`config.mk`:
```
export PLATFORM = sky130hd
export DESIGN_NAME = boot_image_sender
export DESIGN_NICKNAME = d
export VERILOG_FILES = /design/src/rtl/boot_image_sender.sv
export SDC_FILE = /design/constraint.sdc
export NUM_CORES = 1
export LEC_CHECK = 0
export ABC_AREA = 1
export BUFFER_PORTS_ARGS = -buffer_cell sky130_fd_sc_hd__clkbuf_2
export CAP_MARGIN = 5
export CORE_MARGIN = 5
export CORE_UTILIZATION = 47
export DETAILED_ROUTE_END_ITERATION = 10
export MAX_ROUTING_LAYER = met4
export PLACE_DENSITY_LB_ADDON = 0.25
export SLEW_MARGIN = 20
export SYNTH_ARGS = -nofsm -noshare
export SYNTH_HDL_FRONTEND = slang
export SYNTH_SLANG_ARGS = --single-unit
```
`constraint.sdc`:
```
create_clock -name clk -period 1.7 [get_ports clk]
set_input_delay 0.17 -clock clk [delete_from_list [all_inputs] [get_ports clk]]
set_output_delay 0.17 -clock clk [all_outputs]
set_load 0.005 [all_outputs]
```
`src/rtl/boot_image_sender.sv`:
```
// boot_image_sender: streams a WORDS x 16-bit image over 8N1 UART (high byte
// first) to the CPU bootloader, and optionally verifies the echoed dump.
// Optional feature macro: BOOT_SENDER_VERIFY_EN (rx receiver + compare).
// Ports: clk; rst (async, active high); ce (clock enable); start;
//   img_adr/img_data (combinational image ROM); tx/rx (UART lines);
//   busy, done, error, err_adr (status, error only with verify).
module boot_image_sender #(
    parameter int CLKS_PER_BIT = 868,
    parameter int WORDS        = 64,
    parameter int ADR_W        = 6
) (
    input  logic             clk,
    input  logic             rst,
    input  logic             ce,
    input  logic             start,
    output logic [ADR_W-1:0] img_adr,
    input  logic [15:0]      img_data,
    output logic             tx,
    input  logic             rx,
    output logic             busy,
    output logic             done,
    output logic             error,
    output logic [ADR_W-1:0] err_adr
);
    localparam int CW = $clog2(CLKS_PER_BIT);
    localparam logic [CW-1:0]    CNT_MAX  = CW'(CLKS_PER_BIT - 1);
    localparam logic [ADR_W-1:0] ADR_LAST = ADR_W'(WORDS - 1);

    typedef enum logic [3:0] {
        IDLE, LOAD, TX_HI, TX_LO, NEXT, RX_HI, RX_LO, CMP, DONE
    } state_t;

    state_t           state_q, state_d;
    logic [ADR_W-1:0] adr_q, adr_d;
    logic [15:0]      hold_q, hold_d;
    logic [CW-1:0]    cnt_q, cnt_d;
    logic [3:0]       bit_q, bit_d;
    logic             tx_q, tx_d;
    logic             busy_q, busy_d;
    logic             done_q, done_d;
    logic             cnt_last;
    logic [3:0]       nxt_bit;
    logic [7:0]       tx_byte;

`ifdef BOOT_SENDER_VERIFY_EN
    localparam logic [CW-1:0] CNT_MID = CW'(CLKS_PER_BIT / 2);
    logic             rx_s1_q, rx_s2_q, rx_prev_q;
    logic             act_q, act_d;
    logic [7:0]       rsh_q, rsh_d;
    logic [7:0]       rhi_q, rhi_d;
    logic             ferr_q, ferr_d;
    logic             err_q, err_d;
    logic [ADR_W-1:0] eadr_q, eadr_d;
`endif

    always_comb begin
        state_d  = state_q;
        adr_d    = adr_q;
        hold_d   = hold_q;
        cnt_d    = cnt_q;
        bit_d    = bit_q;
        tx_d     = tx_q;
        busy_d   = busy_q;
        done_d   = done_q;
        cnt_last = (cnt_q == CNT_MAX);
        nxt_bit  = bit_q + 4'd1;
        tx_byte  = (state_q == TX_HI) ? hold_q[15:8] : hold_q[7:0];
`ifdef BOOT_SENDER_VERIFY_EN
        act_d    = act_q;
        rsh_d    = rsh_q;
        rhi_d    = rhi_q;
        ferr_d   = ferr_q;
        err_d    = err_q;
        eadr_d   = eadr_q;
`endif
        if (ce) begin
            unique case (state_q)
                IDLE: begin
                    tx_d  = 1'b1;
                    adr_d = '0;
                    if (start) begin
                        busy_d  = 1'b1;
                        done_d  = 1'b0;
`ifdef BOOT_SENDER_VERIFY_EN
                        err_d   = 1'b0;
                        eadr_d  = '0;
`endif
                        state_d = LOAD;
                    end
                end
                LOAD: begin
                    hold_d  = img_data;
                    tx_d    = 1'b0;
                    cnt_d   = '0;
                    bit_d   = '0;
                    state_d = TX_HI;
                end
                TX_HI, TX_LO: begin
                    if (!cnt_last) begin
                        cnt_d = cnt_q + 1'b1;
                    end else begin
                        cnt_d = '0;
                        if (bit_q == 4'd9) begin
                            bit_d = '0;
                            if (state_q == TX_HI) begin
                                // Low byte start bit follows the stop bit directly.
                                tx_d    = 1'b0;
                                state_d = TX_LO;
                            end else begin
                                // tx stays at the stop level through NEXT/LOAD.
                                state_d = NEXT;
                            end
                        end else begin
                            bit_d = nxt_bit;
                            tx_d  = (bit_q == 4'd8) ? 1'b1 : tx_byte[bit_q[2:0]];
                        end
                    end
                end
                NEXT: begin
                    if (adr_q == ADR_LAST) begin
`ifdef BOOT_SENDER_VERIFY_EN
                        adr_d   = '0;
                        act_d   = 1'b0;
                        ferr_d  = 1'b0;
                        state_d = RX_HI;
`else
                        state_d = DONE;
`endif
                    end else begin
                        adr_d   = adr_q + 1'b1;
                        state_d = LOAD;
                    end
                end
`ifdef BOOT_SENDER_VERIFY_EN
                RX_HI, RX_LO: begin
                    if (!act_q) begin
                        // The edge-detect cycle already counts as bit phase 1.
                        if (!rx_s2_q && rx_prev_q) begin
                            act_d = 1'b1;
                            cnt_d = CW'(1);
                            bit_d = '0;
                        end
                    end else begin
                        cnt_d = cnt_last ? '0 : cnt_q + 1'b1;
                        if (cnt_last) begin
                            bit_d = nxt_bit;
                        end
                        if (cnt_q == CNT_MID) begin
                            if (bit_q == 4'd9) begin
                                // Finish at mid stop bit so the next start edge is seen.
                                act_d = 1'b0;
                                if (!rx_s2_q) begin
                                    ferr_d = 1'b1;
                                end
                                if (state_q == RX_HI) begin
                                    rhi_d   = rsh_q;
                                    state_d = RX_LO;
                                end else begin
                                    state_d = CMP;
                                end
                            end else if (bit_q != 4'd0) begin
                                rsh_d = {rx_s2_q, rsh_q[7:1]};
                            end
                        end
                    end
                end
                CMP: begin
                    if ((({rhi_q, rsh_q} != img_data) || ferr_q) && !err_q) begin
                        err_d  = 1'b1;
                        eadr_d = adr_q;
                    end
                    ferr_d = 1'b0;
                    if (adr_q == ADR_LAST) begin
                        state_d = DONE;
                    end else begin
                        adr_d   = adr_q + 1'b1;
                        state_d = RX_HI;
                    end
                end
`endif
                DONE: begin
                    busy_d  = 1'b0;
                    done_d  = 1'b1;
                    adr_d   = '0;
                    state_d = IDLE;
                end
                default: state_d = IDLE;
            endcase
        end
    end

    always_ff @(posedge clk or posedge rst) begin
        if (rst) begin
            state_q   <= IDLE;
            adr_q     <= '0;
            hold_q    <= '0;
            cnt_q     <= '0;
            bit_q     <= '0;
            tx_q      <= 1'b1;
            busy_q    <= 1'b0;
            done_q    <= 1'b0;
`ifdef BOOT_SENDER_VERIFY_EN
            rx_s1_q   <= 1'b1;
            rx_s2_q   <= 1'b1;
            rx_prev_q <= 1'b1;
            act_q     <= 1'b0;
            rsh_q     <= '0;
            rhi_q     <= '0;
            ferr_q    <= 1'b0;
            err_q     <= 1'b0;
            eadr_q    <= '0;
`endif
        end else begin
            state_q   <= state_d;
            adr_q     <= adr_d;
            hold_q    <= hold_d;
            cnt_q     <= cnt_d;
            bit_q     <= bit_d;
            tx_q      <= tx_d;
            busy_q    <= busy_d;
            done_q    <= done_d;
`ifdef BOOT_SENDER_VERIFY_EN
            if (ce) begin
                rx_s1_q   <= rx;
                rx_s2_q   <= rx_s1_q;
                rx_prev_q <= rx_s2_q;
            end
            act_q     <= act_d;
            rsh_q     <= rsh_d;
            rhi_q     <= rhi_d;
            ferr_q    <= ferr_d;
            err_q     <= err_d;
            eadr_q    <= eadr_d;
`endif
        end
    end

    assign img_adr = adr_q;
    assign tx      = tx_q;
    assign busy    = busy_q;
    assign done    = done_q;

`ifdef BOOT_SENDER_VERIFY_EN
    assign error   = err_q;
    assign err_adr = eadr_q;
`else
    logic unused_rx;
    assign unused_rx = rx;
    assign error     = 1'b0;
    assign err_adr   = '0;
`endif

endmodule
```
# Word-level counts from Yosys, hierarchy flattened
# Cells that the tools add are included.
# op_classes
order_cmp,1
reduce_logical,14
muxes,25
n_eq_ne,14
addsub,3
# op_table
cell,n
two-way mux 4 bit,6
case mux 10 bit (2 select lines),1
case mux 4 bit (4 select lines),1
"== test 4 bit, second input constant",3
case mux 6 bit (2 select lines),1
"adder 10 x 1 -> 10 bit, second input constant",1
"== test 10 bit, second input constant",1
two-way mux 10 bit,1
AND reduction 3 bit,3
"== test 4 x 2 -> 1 bit, second input constant",2
two-way mux 8 bit,1
"!= test 2 bit, second input constant",4
case mux 4 bit (2 select lines),1
AND reduction 4 bit,2
two-way mux 1 bit,7
"adder 6 x 1 -> 6 bit, second input constant",1
"== test 6 bit, second input constant",1
two-way mux 6 bit,1
nonzero test 2 bit,3
"adder 4 x 1 -> 4 bit, second input constant",1
"== test 4 x 1 -> 1 bit, second input constant",1
"== test 4 x 3 -> 1 bit, second input constant",1
zero test 4 bit,1
"less-than comparator 3 x 4 -> 1 bit, second input constant",1
other kinds (8),11
# totals
register_bits,43
output_inout_bits,16
wordCells,65

# Depth between registers and ports, before layout
# Gate-level depths: netlist of run 1.
# depth
ltp_word,8
mapped_depth,11
mapped_depth_nobuf,11

# Worst setup path before layout of run 1
# No wires, ideal clock.
# synth_timing
path_type,register to register
start,reg adr_q[0] (netlist: img_adr[0])
end,reg adr_q[5] (netlist: img_adr[5])
stages_incl_launch_ff,12
setup_time_ns,0.119
n_path_buf,0
arrival_ns,1.415
path_slack_ns,0.167
path_cell_list,dfrtp_1 ha_1 nand2_1 nor2_1 nand3_1 nor2_1 nor2_1 nand2_2 nor2_2 nand2_1 o21ai_1 nor2_1
# synth_via
elab_chain_len,3
elab_cells_between_ends,6
# synth_rtl
element,line,text
"start, declared",34,"logic [ADR_W-1:0] adr_q, adr_d;"
"start signal, assigned",215,adr_q <= adr_d;
adder 6 x 1 -> 6 bit or == test 6 bit (tied branches),"130, 120",
two-way mux 6 bit or != test 2 bit (tied branches),--,
case mux 6 bit (2 select lines) or AND reduction 3 bit (tied branches),--,
# Several ways; a longest one is shown, not always the timed one. The select of a mux whose other input is x is not followed.
# A chain may end at the register's enable or synchronous reset.

# Worst setup path in the final report of run 1
# layout_timing
start,reg adr_q[1] (netlist: img_adr[1])
end,reg adr_q[3] (netlist: img_adr[3])
# The elaborated chain is that of the path after synthesis.

==> impl_metrics.ini, run 1 <==
[yosys]
yosysMostFrequentCell = nand2_1
ys_top_cells_by_area = dfrtp_1 (44%), nand2_1 (7.1%), nand3_1 (5.1%)
async_flop_share_pct = 100
synth_warnings = 0
netlist_instances = 276
synth_cell_type_count = 38
yosysTopAreaCellShare_pct = 44.3
synth_common_cells = nand2_1 (45), dfrtp_1 (42), inv_1 (32)
yosys_register_bits = 43
avgSynthCellArea_um2 = 8.60
yosysTopAreaCell = dfrtp_1
synth_edf_count = 0
synth_area_um2 = 2370
yosysSeqAreaShare_pct = 45.4
synthFlopType = dfrtp_1

[setup_path]
end_kind = register
crit_chain = ha_2 > nand2_2 > nor2_2 > nand3_2 > nor2_2 > nor2_2 > nand2_2 > nor2_2 > o21ai_0 > nor2_1
crit_arrival_ns = 1.77
required_ns = 1.89
cp_slowest_cell = dfrtp_1
crit_buf_inv = 0
critPathTopFamily = simple AND/OR/NAND/NOR gates
worstPathMaxFanout = 7
crit_type = reg2reg
slowest_delay_ns = 0.38
cp-start-kind = register
cp_common_cell = nor2_2

[final_layout]
final_area_um2 = 2790
final_nets = 343
fillers = 436
regArea_um2 = 1080
multiInputGateArea_um2 = 1150
synthToLayoutAreaGrowth_pct = 17.7
n_antenna_cell = 0
drive_above_1_share_pct = 32.7

[clocking]
clk-insertion-delay-late_ns = 0.29
cts.path.max_buffers = 2
cts.sinks = 43
htreeDepth = 2
path_clk_slew_ns = 0.08
cts_root_buf = clkbuf_8
numCtsBuffers = 5
holdBufCountCts = 0
cts_tree = yes

[placed_design]
dp_slack_ns = 0.0605
portBuffers = 28
place_congestion = 0.800
placed_area_um2 = 2590
hpwl_mm = 3.32

[timing]
slew_violations = 0
fin_ws_ns = 0.111
slew_headroom_pct = 64.3
fmax_ghz = 0.629
finalSetupViolations = 0
rsz0062_at_grt = yes
hold_violations = 33
fin_crit_sh_pct = 93.5
clock_skew_ns = 0.00607
tightest_slew_ns = 0.535
holdWs_ns = -0.0186
finalCriticalPeriod_ns = 1.59

[grt]
grt_pass1_wl_mm = 8.01
overflow = 0
grt_pass1_vias = 1818
antenna_found_initial = 0
grt_max_degree = 44
grt_usage_pct = 15.9

[floorplanning]
row_count = 25
dieArea_um2 = 6570
io_pins = 37
initial_core_util_pct = 49.2
die_w_um = 81.0
core_um2 = 4820
die_h_um = 81.0

[detailed_routing]
wl_per_cell_um = 12.0
first_iter_violations = 73
firstDrtPassIters = 4
wirelength_mm = 4.67
vias = 1899
ant_nets = 0
vias_per_cell = 4.89
route.detailed.drc = 0

[status]
violations = hold timing
status = complete, but fails checks

[pwr]
peakVddDrop_mv = 1.05
power.leakage_nw = 1.34
power_density_nw_per_um2 = 1560

[run]
maxCapViolCount = 0

[hold_path]
hold_path_class = in2async
-- power by group --
part / switching, mW / total, mW / internal, mW
Clock: 0.332 / 0.703 / 0.371
Sequential: 0.265 / 1.65 / 1.38
Combinational: 1.13 / 2.00 / 0.874
-- through the flow --
step	hold WS [ns]	util (%)	total power [mW]	setup TNS [ns]	cells
after floorplan	0.319	-	3.00	0	282
after detailed placement	0.328	53.8	3.47	0	373
after global placement	0.321	53.8	3.41	0	373
after global routing	0.0422	58.0	4.73	-0.0302	388
after CTS	0.00802	55.8	4.19	0	381
final	-0.0186	58.0	4.35	0	388
-- registers in the layout, indices dropped and copies added (netlist names) --
signal   flops
busy         1
state_q      4
img_adr      6
hold_q      16
done         1
cnt_q       10
tx           1
bit_q        4
-- final timing paths --
| kind | start | to | slack [ns] | depth (start not counted) |
|---|---|---|---|---|
| hold reg to reg | hold_q[15] | hold_q[15] | 0.51 | 1 |
| hold / removal | rst | img_adr[1] | -0.02 | 3 |
| min in group clk | img_data[3] | hold_q[3] | 0.11 | 2 |
| setup reg to reg | img_adr[1] | img_adr[3] | 0.11 | 10 |
| setup / recovery | img_adr[1] | img_adr[3] | 0.11 | 10 |
| max in group asynchronous | rst | state_q[0] | 1.33 | 3 |
-- layout make-up --
class                      count  share of cell area [%]
multi-input combinational    193                    41.0
sequential                    43                    38.7
timing repair buffer          39                    8.42
inverter                      38                    5.29
clock buffer                   8                    3.58
tap                           67                    3.00
-- routing by layer --
layer | part of all wire, % | global-route usage, % | wire, um
met4 | 0.45 | 4.56 | 21
met2 | 49 | 24.5 | 2290
met1 | 48 | 21.0 | 2230
met3 | 3.0 | 3.66 | 139
met5 | 0 | - | 0
-- worst min-delay path: cells and delay by family --
kind / cells / cell delay, ns
buffers and inverters: 3 / 0.56
-- cell usage in the layout (no fill, tap or decap), types with 6 or more instances in the layout --
master	netlist	final
nand3_1	24	23
dfrtp_1	42	40
conb_1	1	7
nor3_1	10	9
nor2_2	5	11
mux2_2	10	10
a21oi_1	13	13
clkbuf_8	0	7
o21ai_0	11	11
nand2_1	45	43
nor2_1	27	21
inv_1	32	31
clkbuf_2	1	28
inv_2	5	6
buf_4	7	10
-- timing repair --
| item | CTS | global route |
|---|---|---|
| buffers inserted | 0 | 5 |
| gates resized for setup | 0 | 15 |
| setup endpoints to repair | 0 | 16 |
-- kinds of logic (layout without fill, tap and decap cells) --
group           after synthesis  in the layout  share of synthesized area [%]
xor+xnor                      2              2                          0.739
mux                          14             14                           7.28
buf+inv                      48             85                           9.34
other cells                   1              7                          0.158
fa+ha+maj                     2              2                           1.05
simple gates                128            130                           26.6
compound gates               38             38                           9.39
flops                        43             43                           45.4
Power figures use the tool's default switching activity.
==> inputs of run 2 (changes only) <==
==> constraint.sdc (replaced) <==
create_clock -name clk -period 1.7 [get_ports clk]
set_input_delay 0.085 -clock clk [delete_from_list [all_inputs] [get_ports clk]]
set_output_delay 0.085 -clock clk [all_outputs]
set_load 0.005 [all_outputs]
==> impl_metrics.ini, run 2 (same netlist as run 1, synthesis figures left out) <==
[detailed_routing]
vias_per_cell = 4.91
first_iter_violations = 94
highest_layer = met4
ant_nets = 0
wirelength_mm = 4.71
wl_met2_mm = 2.24
route.met3.wl_um = 187
vias = 1902
route.detailed.drc = 0
wl_per_cell_um = 12.2
wl_met1_mm = 2.21
firstDrtPassIters = 4

[pwr]
power_mw = 4.57
power_density_nw_per_um2 = 1600
power.leakage_nw = 1.36
peakVddDrop_mv = 0.981

[floorplanning]
core_um2 = 4820
row_count = 25
dieArea_um2 = 6570
initial_core_util_pct = 49.2
die_w_um = 81.0
io_pins = 37
die_h_um = 81.0

[setup_path]
crit_chain = ha_4 > nand2_1 > nand3b_1 > nand2_2 > nand3_2 > nor2_4 > o211ai_1 > o21ai_1
crit_buf_inv = 0
crit_arrival_ns = 1.81
end_kind = register
worstPathMaxFanout = 7
crit_type = reg2reg
cp_slowest_cell = dfrtp_1
required_ns = 1.92
cp-start-kind = register
slowest_delay_ns = 0.43
critPathTopFamily = simple AND/OR/NAND/NOR gates

[final_layout]
final_common_cell = nand2_1
synthToLayoutAreaGrowth_pct = 20.7
fin_cells = 387
drive_above_1_share_pct = 31.9
final_nets = 342
multiInputGateArea_um2 = 1170
final_area_um2 = 2860
fin_util_pct = 59.4
final_cell_mix = nand2_1 (44), dfrtp_1 (40), inv_1 (30)
regArea_um2 = 1080
fillers = 444
top_register = hold_q
n_antenna_cell = 0
largest_reg_flops = 16

[timing]
tightest_slew_ns = 0.530
finalCriticalPeriod_ns = 1.58
fmax_ghz = 0.632
fin_ws_ns = 0.117
finalSetupViolations = 0
slew_violations = 0
fin_crit_sh_pct = 93.1
rsz0062_at_grt = yes
hold_violations = 0
slew_headroom_pct = 64.7
clock_skew_ns = 0.00442

[grt]
grt_max_degree = 44
grt_pass1_wl_mm = 8.10
antenna_found_initial = 0
overflow = 0
grt_usage_pct = 16.3
grt_pass1_vias = 1827

[placed_design]
dp_slack_ns = 0.0273
dp_cells = 372
portBuffers = 28
placed_area_um2 = 2580
place_congestion = 0.843
hpwl_mm = 3.29

[clocking]
htreeDepth = 2
cts.path.max_buffers = 2
cts.sinks = 43
cts_tree = yes
cts_root_buf = clkbuf_8
clk-insertion-delay-late_ns = 0.29
path_clk_slew_ns = 0.08
numCtsBuffers = 5

[status]
status = finished, final reports clean

[run]
maxCapViolCount = 0

[hold_path]
hold_path_class = in2reg
run 2: cell count changes in the layout (fill, tap and decap cells not counted), sizes merged:
cell | previous run | this run
buf | 11 | 10
bufinv | 0 | 2
clkbuf | 36 | 34
dlygate4sd3 | 0 | 2
nand2 | 51 | 50
nor2 | 36 | 35
run 2: per-layer routing:
layer / GRT usage, % / up-vias
met2: 24.2 / 37
met3: 3.99 / 7
met4: 6.25 / 0
li1: - / 981
met5: - / -
met1: 21.5 / 877
run 2: final timing paths:
kind,startpoint,cells after the start,slack [ns],to
max reg2reg,cnt_q[0],8,0.12,state_q[1]
min reg2reg,hold_q[15],1,0.51,hold_q[15]
min,img_data[15],2,0.01,hold_q[15]
max,cnt_q[0],8,0.12,state_q[1]
max in group asynchronous,rst,4,0.85,state_q[1]
min in group asynchronous,rst,4,0.46,img_adr[1]
run 2: layout make-up:
| type | instances | area share (%) |
|---|---|---|
| clock buffers | 6 | 2.53 |
| clock inverters | 2 | 2.10 |
| inverters | 38 | 5.16 |
| multi-input cells | 191 | 40.9 |
| flip-flops and latches | 43 | 37.7 |
| well taps | 67 | 2.93 |
| repair buffers | 40 | 8.65 |
run 2: power breakdown:
part	internal [mW]	total, mW	switching (mW)
registers	1.38	1.66	0.276
logic	0.853	1.98	1.13
clock network	0.587	0.933	0.346
total	2.82	4.57	1.75
run 2: per-stage QoR:
step | hold WS (ns) | setup TNS [ns]
after CTS | 0.00150 | 0
after floorplan | 0.234 | 0
after global placement | 0.236 | 0
final | 0.0143 | 0
after detailed placement | 0.242 | 0
after global routing | 0.00131 | -0.215
run 2: what timing repair did:
action                                 CTS  global route
endpoints found under the hold margin   42             1
hold buffers                             1             1
setup endpoints to repair                0            19
buffers inserted                         0             5
resized for setup                        0            23
run 2: worst register-to-register path, cell delays in order (launching register included):
cell and delay, ns:
dfrtp_1 0.43, ha_4 0.18, nand2_1 0.04, nand3b_1 0.20
nand2_2 0.15, nand3_2 0.12, nor2_4 0.21, o211ai_1 0.11
o21ai_1 0.08
==> inputs of run 3 (changes only) <==
--- a/config.mk
+++ b/config.mk
@@ -13,6 +13,7 @@
 export DETAILED_ROUTE_END_ITERATION = 10
 export MAX_ROUTING_LAYER = met4
 export PLACE_DENSITY_LB_ADDON = 0.25
+export SETUP_SLACK_MARGIN = 0.3
 export SLEW_MARGIN = 20
 export SYNTH_ARGS = -nofsm -noshare
 export SYNTH_HDL_FRONTEND = slang
==> impl_metrics.ini, run 3 (same netlist as run 1, synthesis figures left out) <==
[detailed_routing]
wl_per_cell_um = 15.5
wirelength_mm = 6.68
ant_nets = 0
vias_per_cell = 5.22
vias = 2246
firstDrtPassIters = 4
route.detailed.drc = 0
first_iter_violations = 169

[final_layout]
fin_util_pct = 72.5
drive_above_1_share_pct = 52.3
final_nets = 385
largest_reg_flops = 16
final_cell_mix = buf_4 (43), nand2_1 (38), dfrtp_1 (38)
fin_cells = 430
top_register = hold_q
n_antenna_cell = 0
final_common_cell = buf_4
fillers = 353
synthToLayoutAreaGrowth_pct = 47.3

[floorplanning]
dieArea_um2 = 6570
row_count = 25
die_h_um = 81.0
core_um2 = 4820
initial_core_util_pct = 49.2
io_pins = 37
die_w_um = 81.0

[status]
status = finished, final reports clean

[clocking]
clk-insertion-delay-late_ns = 0.30
cts.path.max_buffers = 2
path_clk_slew_ns = 0.09
cts_root_buf = clkbuf_8
cts_tree = yes
numCtsBuffers = 5
htreeDepth = 2
cts.sinks = 43

[timing]
clock_skew_ns = 0.0112
tightest_slew_ns = 0.536
slew_violations = 0
fin_ws_ns = 0.0627
fmax_ghz = 0.611
slew_headroom_pct = 64.3
rsz0062_at_grt = yes
finalCriticalPeriod_ns = 1.64
hold_violations = 0
finalSetupViolations = 0
fin_crit_sh_pct = 96.3

[grt]
grt.busiest_layer = met2
antenna_found_initial = 0
grt_pass1_vias = 2205
use_met2_pct = 35.1
grt_util_met1_pct = 22.8
grt_max_degree = 44
grt_usage_pct = 19.9
grt_pass1_wl_mm = 9.79
gr-usage-met3_pct = 5.21
overflow = 0

[setup_path]
worst_r2r_path_depth = 7
required_ns = 1.92
cp_slowest_cell = dfrtp_1
worstPathMaxFanout = 6
crit_chain = nor2_4 > inv_4 > buf_4 > nor3_2 > nor2_4 > buf_4 > o21ai_1
slowest_delay_ns = 0.44
crit_type = reg2reg
cp-start-kind = register
crit_arrival_ns = 1.86
end_kind = register

[placed_design]
dp_slack_ns = 0.0545
place_congestion = 0.807
portBuffers = 28
hpwl_mm = 3.48
dp_cells = 370

[pwr]
peakVddDrop_mv = 0.958
power_density_nw_per_um2 = 1650
power.leakage_nw = 1.65

[run]
maxCapViolCount = 0

[hold_path]
hold_path_class = in2reg
min_path_cells = 2
## run 3: cell types whose count changed in the layout (fill, tap and decap cells not counted), moves of 5 or more
cell,delta
buf_4,+34
buf_6,+8
inv_1,-5
nand2_1,-6
nand2_2,+5
nor2_1,-6
nor2_4,+7
nor3_1,-7
nor3_4,+5
o21ai_0,-9
o21ai_2,+7
## run 3: worst paths after layout
kind                       slack, ns   startpoint    endpoint
setup / recovery                0.06   state_q[2]  state_q[1]
hold / removal                  0.01  img_data[7]   hold_q[7]
setup reg to reg                0.06   state_q[2]  state_q[1]
hold reg to reg                 0.52    hold_q[2]   hold_q[2]
max in group asynchronous       0.87          rst    cnt_q[5]
min in group asynchronous       0.44          rst  img_adr[4]
## run 3: metal layers
layer  wire, um  share of wire, %
met3        469               7.0
met2       3380                51
met1       2690                40
met4        144               2.2
met5          0                 0
## run 3: cell type report
class / instances / area [um2] / area share [%]
multi-input combinational: 193 / 1460 / 41.8
timing repair inverter: 1 / 16.3 / 0.465
tap: 67 / 83.8 / 2.40
clock buffer: 6 / 82.6 / 2.36
sequential: 43 / 1080 / 31.0
clock inverter: 2 / 35.0 / 1.00
inverter: 38 / 170 / 4.87
timing repair buffer: 80 / 563 / 16.1
## run 3: per-stage QoR
step	setup TNS [ns]	total power, mW	hold WS [ns]	instance area (um2)
final	0	5.76	0.0137	3490
after CTS	0	5.10	0.0108	3190
after floorplan	0	3.06	0.234	2420
after global routing	-0.0224	6.12	0.00991	3490
after global placement	0	3.44	0.234	2600
after detailed placement	0	3.50	0.239	2600
## run 3: power breakdown
group	switching (mW)	total, mW	internal, mW
Combinational	1.74	3.23	1.50
Sequential	0.297	1.68	1.38
Clock	0.370	0.845	0.476
## run 3: what timing repair did
action,4_1_cts,5_1_grt
pin swaps,22,24
buffers inserted,31,16
gates resized for setup,57,46
cloned,1,3
setup endpoints to repair,37,42
hold buffers,1,0
endpoints found under the hold margin,42,0
## run 3: critical path: cells and delay by family (launching register included)
| kind | cells | cell delay (ns) |
|---|---|---|
| simple gates | 3 | 0.60 |
| flops | 1 | 0.44 |
| buf+inv | 3 | 0.38 |
| compound gates | 1 | 0.14 |
